==> src/rtl/majority_accum.sv <==
// rtl/majority_accum.sv - accumulates NUM_GROUPS 2-bit XNOR popcounts into a neuron sum
// and thresholds it, holding the result under a valid/ready handshake.
module majority_accum #(
  parameter int NUM_GROUPS = 16,
  parameter int ACC_W      = 8,
  parameter int THRESH     = 25
) (
  input  logic             clk,
  input  logic             rst_n,
  input  logic             clr,
  input  logic             in_valid,
  output logic             in_ready,
  input  logic [1:0]       m_in,
  output logic             out_valid,
  input  logic             out_ready,
  output logic             out_bit,
  output logic [ACC_W-1:0] out_sum
);

  localparam int               CNT_W    = (NUM_GROUPS > 1) ? $clog2(NUM_GROUPS) : 1;
  localparam logic [CNT_W-1:0] LAST_GRP = CNT_W'(NUM_GROUPS - 1);
  localparam logic [ACC_W-1:0] THRESH_V = ACC_W'(THRESH);

  typedef enum logic {
    ST_ACCUM = 1'b0,
    ST_DONE  = 1'b1
  } state_t;

  state_t             r_state;
  state_t             w_state_nxt;
  logic [ACC_W-1:0]   r_acc;
  logic [ACC_W-1:0]   r_out_sum;
  logic [ACC_W-1:0]   w_sum;
  logic [CNT_W-1:0]   r_cnt;
  logic               r_out_bit;
  logic               w_accept;
  logic               w_last;

  // clr suppresses the accept so an input presented alongside it is dropped
  assign w_accept = in_valid && (r_state == ST_ACCUM) && !clr;
  assign w_last   = (r_cnt == LAST_GRP);
  assign w_sum    = r_acc + {{(ACC_W-2){1'b0}}, m_in};

  assign in_ready  = (r_state == ST_ACCUM);
  assign out_valid = (r_state == ST_DONE);
  assign out_bit   = r_out_bit;
  assign out_sum   = r_out_sum;

  always_comb begin
    w_state_nxt = r_state;
    if (clr) begin
      w_state_nxt = ST_ACCUM;
    end else begin
      case (r_state)
        ST_ACCUM: if (w_accept && w_last) w_state_nxt = ST_DONE;
        ST_DONE:  if (out_ready)          w_state_nxt = ST_ACCUM;
        default:                          w_state_nxt = ST_ACCUM;
      endcase
    end
  end

  always_ff @(posedge clk or negedge rst_n) begin
    if (!rst_n) begin
      r_state <= ST_ACCUM;
    end else begin
      r_state <= w_state_nxt;
    end
  end

  always_ff @(posedge clk or negedge rst_n) begin
    if (!rst_n) begin
      r_acc     <= '0;
      r_cnt     <= '0;
      r_out_sum <= '0;
      r_out_bit <= 1'b0;
    end else if (clr) begin
      r_acc     <= '0;
      r_cnt     <= '0;
      r_out_sum <= '0;
      r_out_bit <= 1'b0;
    end else if (w_accept) begin
      if (w_last) begin
        r_out_sum <= w_sum;
        r_out_bit <= (w_sum >= THRESH_V);
        r_acc     <= '0;
        r_cnt     <= '0;
      end else begin
        r_acc <= w_sum;
        r_cnt <= r_cnt + 1'b1;
      end
    end
  end

endmodule

==> config.mk <==
export PLATFORM = sky130hd
export DESIGN_NAME = majority_accum
export DESIGN_NICKNAME = d
export VERILOG_FILES = /design/src/rtl/majority_accum.sv
export SDC_FILE = /design/constraint.sdc
export NUM_CORES = 1
export LEC_CHECK = 0
export ABC_CLOCK_PERIOD_IN_PS = 3900
export BUFFER_PORTS_ARGS = -buffer_cell sky130_fd_sc_hd__buf_2
export CELL_PAD_IN_SITES_DETAIL_PLACEMENT = 0
export CELL_PAD_IN_SITES_GLOBAL_PLACEMENT = 2
export CORE_UTILIZATION = 37
export DETAILED_ROUTE_END_ITERATION = 7
export GPL_TIMING_DRIVEN = 1
export MAX_ROUTING_LAYER = met4
export PLACE_DENSITY_LB_ADDON = 0.1
export SLEW_MARGIN = 20
export SYNTH_ARGS = -nofsm -noshare
export SYNTH_HDL_FRONTEND = slang
export SYNTH_SLANG_ARGS = --single-unit
==> constraint.sdc <==
create_clock -name clk -period 3.9 [get_ports clk]
set_input_delay 0 -clock clk [delete_from_list [all_inputs] [get_ports clk]]
set_output_delay 0 -clock clk [all_outputs]
set_load 0.01 [all_outputs]
==> PnR_summary.wiki <==
{| class="wikitable"
! Metric !! Value
|-
| Status || finished, final reports clean
|-
| Die ar. || 3580 µm²
|-
| Number of global-route vias before repair || roughly 910
|-
| Avg WL per Cell || between 10 and 15 µm
|-
| Vias per Instance || 4.995
|-
| Root buf cell || sky130_fd_sc_hd__clkbuf_4
|-
| Detailed-route wire length on metal 1 || roughly 1.3 mm
|-
| Crit Path Category || reg -> reg
|-
| Cell types occupying the most area after synthesis || sky130_fd_sc_hd__dfrtp_1 44%, sky130_fd_sc_hd__nand2_1 5.2%, sky130_fd_sc_hd__buf_6 4.6%
|-
| Area of the core region || ~3100 µm²
|-
| Library cell occupying the most area in the post-synthesis netlist || sky130_fd_sc_hd__dfrtp_1
|-
| Largest net degree at the start of global routing || 23
|-
| Ordered list of cells on the worst path || ha_1 -> fa_1 -> and3_4 -> a21o_1 -> o2bb2ai_1 -> a31oi_1 -> a221o_1
|-
| Post-layout nets || 155
|-
| Number of buffer cells added on primary ports || 17
|-
| Relative slew slack || 49.72%
|-
| Tot Pwr || 412.4 µW
|-
| Pins over their slew limit || 0
|-
| CTS tree || yes
|-
| Row Count || 20
|-
| Unique masters post-synth || 40
|-
| Number of buffers created by CTS || 3
|-
| Met2 WL post-DR || 1.174 mm
|-
| Sequential element share of the synthesized area || 44.49%
|-
| Proportion of synthesized area in mux cells || 0.8089%
|-
| Number of vias in the routed layout || 934
|-
| Final Setup Violations || 0
|-
| Synthesized netlist net count || about 140
|-
| Pwr/cell area || 300.2 nW/µm²
|-
| Routed wire length || 2.561 mm
|-
| Number of enable flip-flop cells after synthesis || 0
|-
| Final hold vios || 0
|-
| Leakage power total || 0.0006309 µW
|-
| Total standard cell area after synthesis || 1237 µm²
|-
| Hold Buf Count CTS || 3
|-
| Chip Height || 59.83 µm
|-
| Width of the chip || ~60 µm
|-
| Post-Route Setup TNS || 0 ns
|-
| Initial antenna violation count || 0
|-
| Cell internal power dissipation || 305.8 µW
|-
| Crit-path max cell delay || 0.51 ns
|-
| Adder-cell share of the synthesized area || 4.651%
|-
| Proportion of layout cells with a drive suffix above 1 || 20.98%
|-
| Post-Synth Simple-Gate Area || 18.81%
|-
| Data arrival time of the critical path || 2.35 ns
|-
| Switching part of the total || 25.84%
|-
| Top sig layer || met4
|-
| Global route total overflow || 0
|-
| Number of max-cap violations || 0
|-
| Clock latency at the later pin of the worst-skew pair || 0.32 ns
|-
| Final weighted congestion in routability-driven placement || 0.8640
|-
| Clock transition time at the flip-flop clock pins of the worst setup and hold paths || 0.13 ns
|-
| Post-placement cell count || 180
|-
| Synth Area in XOR/XNOR || 6.269%
|-
| Count of TritonRoute iterations in the first routing pass || 4
|-
| Count of unresolved DRC violations after routing || 0
|-
| Global-route wire length before repair || 4.312 mm
|-
| Cells resized by post-CTS repair || 0
|-
| Worst Clk Skew || 0.008082 ns
|-
| Critical path launch point type || register
|-
| Transition at the pin with the smallest max-transition slack || 0.7515 ns
|-
| Mapped Cells || about 130
|-
| Reg power frac || roughly 58%
|-
| Number of synthesized register bits || 22
|-
| Count of nets left with antenna violations after detail routing || 0
|-
| Critical-path cell with the highest stage delay || sky130_fd_sc_hd__fa_1
|-
| Req. time, crit path || between 4 and 5 ns
|-
| Async set-reset flop share out of synthesis || 100.0%
|-
| Post-route insts no fill || about 190
|-
| Global-route total usage across every layer || between 10% and 20%
|-
| Switching pwr || 106.5 µW
|-
| Number of sinks handled by clock tree synthesis || 22
|-
| Unrepaired setup endpoints after global routing || no
|-
| Combinational group share of total power || 10.9%
|-
| Maximum fanout along the worst path || 7
|-
| Synth-to-layout area growth || 11.02%
|-
| Maximum level of the CTS H-tree || 1
|-
| Worst-case vdd ir drop || 0.2732 mV
|-
| Proportion of power drawn by the clock network || a little under a third
|-
| Detailed-routed wire length on met3 || 80 µm
|-
| Post-Syn Area per Cell || around 9.7 µm²
|-
| Nature of the critical path endpoint || register
|-
| Yosys warning total || 0
|-
| Top Ports || 18
|-
| Inserted Diodes || 0
|-
| Compound-cell area share of the yosys netlist || 18.71%
|-
| Top cell type's share of synthesized area || about 44%
|-
| Min Tclk post-route || 2.127 ns
|-
| Most used DFF post-synth || sky130_fd_sc_hd__dfrtp_1
|-
| Post-CTS setup repair buffer count || 0
|-
| Most frequent cells in the layout || 22 x sky130_fd_sc_hd__dfrtp_1, 17 x sky130_fd_sc_hd__nand2_1, 17 x sky130_fd_sc_hd__buf_2
|-
| Number of violations reported at the end of detailed-routing iteration 0 || 18
|-
| HPWL reported at the end of detailed placement || 1.769 mm
|-
| Most common library cell in the layout ignoring fill and taps || sky130_fd_sc_hd__dfrtp_1
|-
| Initial Util || 39.88%
|-
| Worst-case clock buffer depth || 2
|-
| Maximum clock rate || 470.2 MHz
|-
| Combinational family with the most area after synthesis || simple AND/OR/NAND/NOR gates
|-
| Class of the tightest hold or removal check || in -> reg
|-
| Final clock period utilization by the worst path || between 50% and 60%
|}
[Yosys cell counts, types with 3 or more instances]
| cell type | n |
|---|---|
| sky130_fd_sc_hd__a21oi_1 | 3 |
| sky130_fd_sc_hd__nor3_1 | 4 |
| sky130_fd_sc_hd__dfrtp_1 | 22 |
| sky130_fd_sc_hd__nand2_1 | 17 |
| sky130_fd_sc_hd__o21ai_1 | 4 |
| sky130_fd_sc_hd__buf_6 | 5 |
| sky130_fd_sc_hd__nand3_1 | 4 |
| sky130_fd_sc_hd__xor2_1 | 4 |
| sky130_fd_sc_hd__a22o_1 | 4 |
| sky130_fd_sc_hd__nor2_1 | 9 |
| sky130_fd_sc_hd__a21o_1 | 3 |
| sky130_fd_sc_hd__ha_1 | 3 |
| sky130_fd_sc_hd__xnor2_1 | 3 |
| sky130_fd_sc_hd__o21ai_0 | 11 |
[final cells by class]
type | count | area, µm²
clock buffers | 4 | 36.28
well taps | 44 | 55.05
fillers | 332 | 1729
inverters | 2 | 7.507
multi-input cells | 95 | 609.3
flip-flops and latches | 22 | 550.5
repair buffers | 20 | 115.1
[cell families after synthesis]
group | Yosys count
xor+xnor | 8
fa+ha+maj | 4
flops | 22
compound gates | 35
mux | 1
simple gates | 47
buf+inv | 10
[routing by layer]
metal	vias to the layer above	global-route usage (%)
met5	-	-
met4	0	6.312
met3	2	5.195
met2	17	25.40
met1	439	22.21
li1	476	-
[sequential cells by signal (all words and copies together), names as in the netlist]
signal,flops
out_sum,8
out_bit,1
r_acc,8
r_cnt,4
out_valid,1
[worst max-delay path, delay by kind of cell (launching register included)]
kind,cells,cell delay [ns]
and+or+nand+nor,1,0.26
adders and majority gates,2,0.72
AOI/OAI and AO/OA,4,0.65
DFF,1,0.40
[power by group through the flow]
stage	clock network, µW	logic (µW)	registers, µW
after global placement	0	42.9	242
after floorplan	0	32.5	240
after global routing	145	51.5	238
after detailed placement	0	43.2	242
final	130	44.8	238
after CTS	134	45.7	238
[final timing paths]
path                       startpoint         end  slack (ns)  cells past startpoint
setup reg to reg             r_acc[0]     out_bit        1.77                      7
hold / removal               in_valid    r_cnt[1]        0.07                      4
min in group asynchronous       rst_n  out_sum[5]        0.17                      2
hold reg to reg            out_sum[5]  out_sum[5]        0.49                      2
setup / recovery             r_acc[0]     out_bit        1.77                      7
max in group asynchronous       rst_n    r_acc[7]        3.38                      2
[per-stage QoR]
stage / hold slack [ns] / setup WS (ns) / utilization [%] / area, µm²
finish: 0.07316 / 1.773 / 44.27 / 1374
detailed placement: 0.007670 / 1.778 / 42.14 / 1308
floorplan: -0.2956 / 1.916 / - / 1237
CTS: 0.05648 / 1.770 / 44.27 / 1374
global placement: -0.001595 / 1.819 / 42.14 / 1308
global route: 0.07679 / 1.666 / 44.27 / 1374
Power figures use the tool's default switching activity.
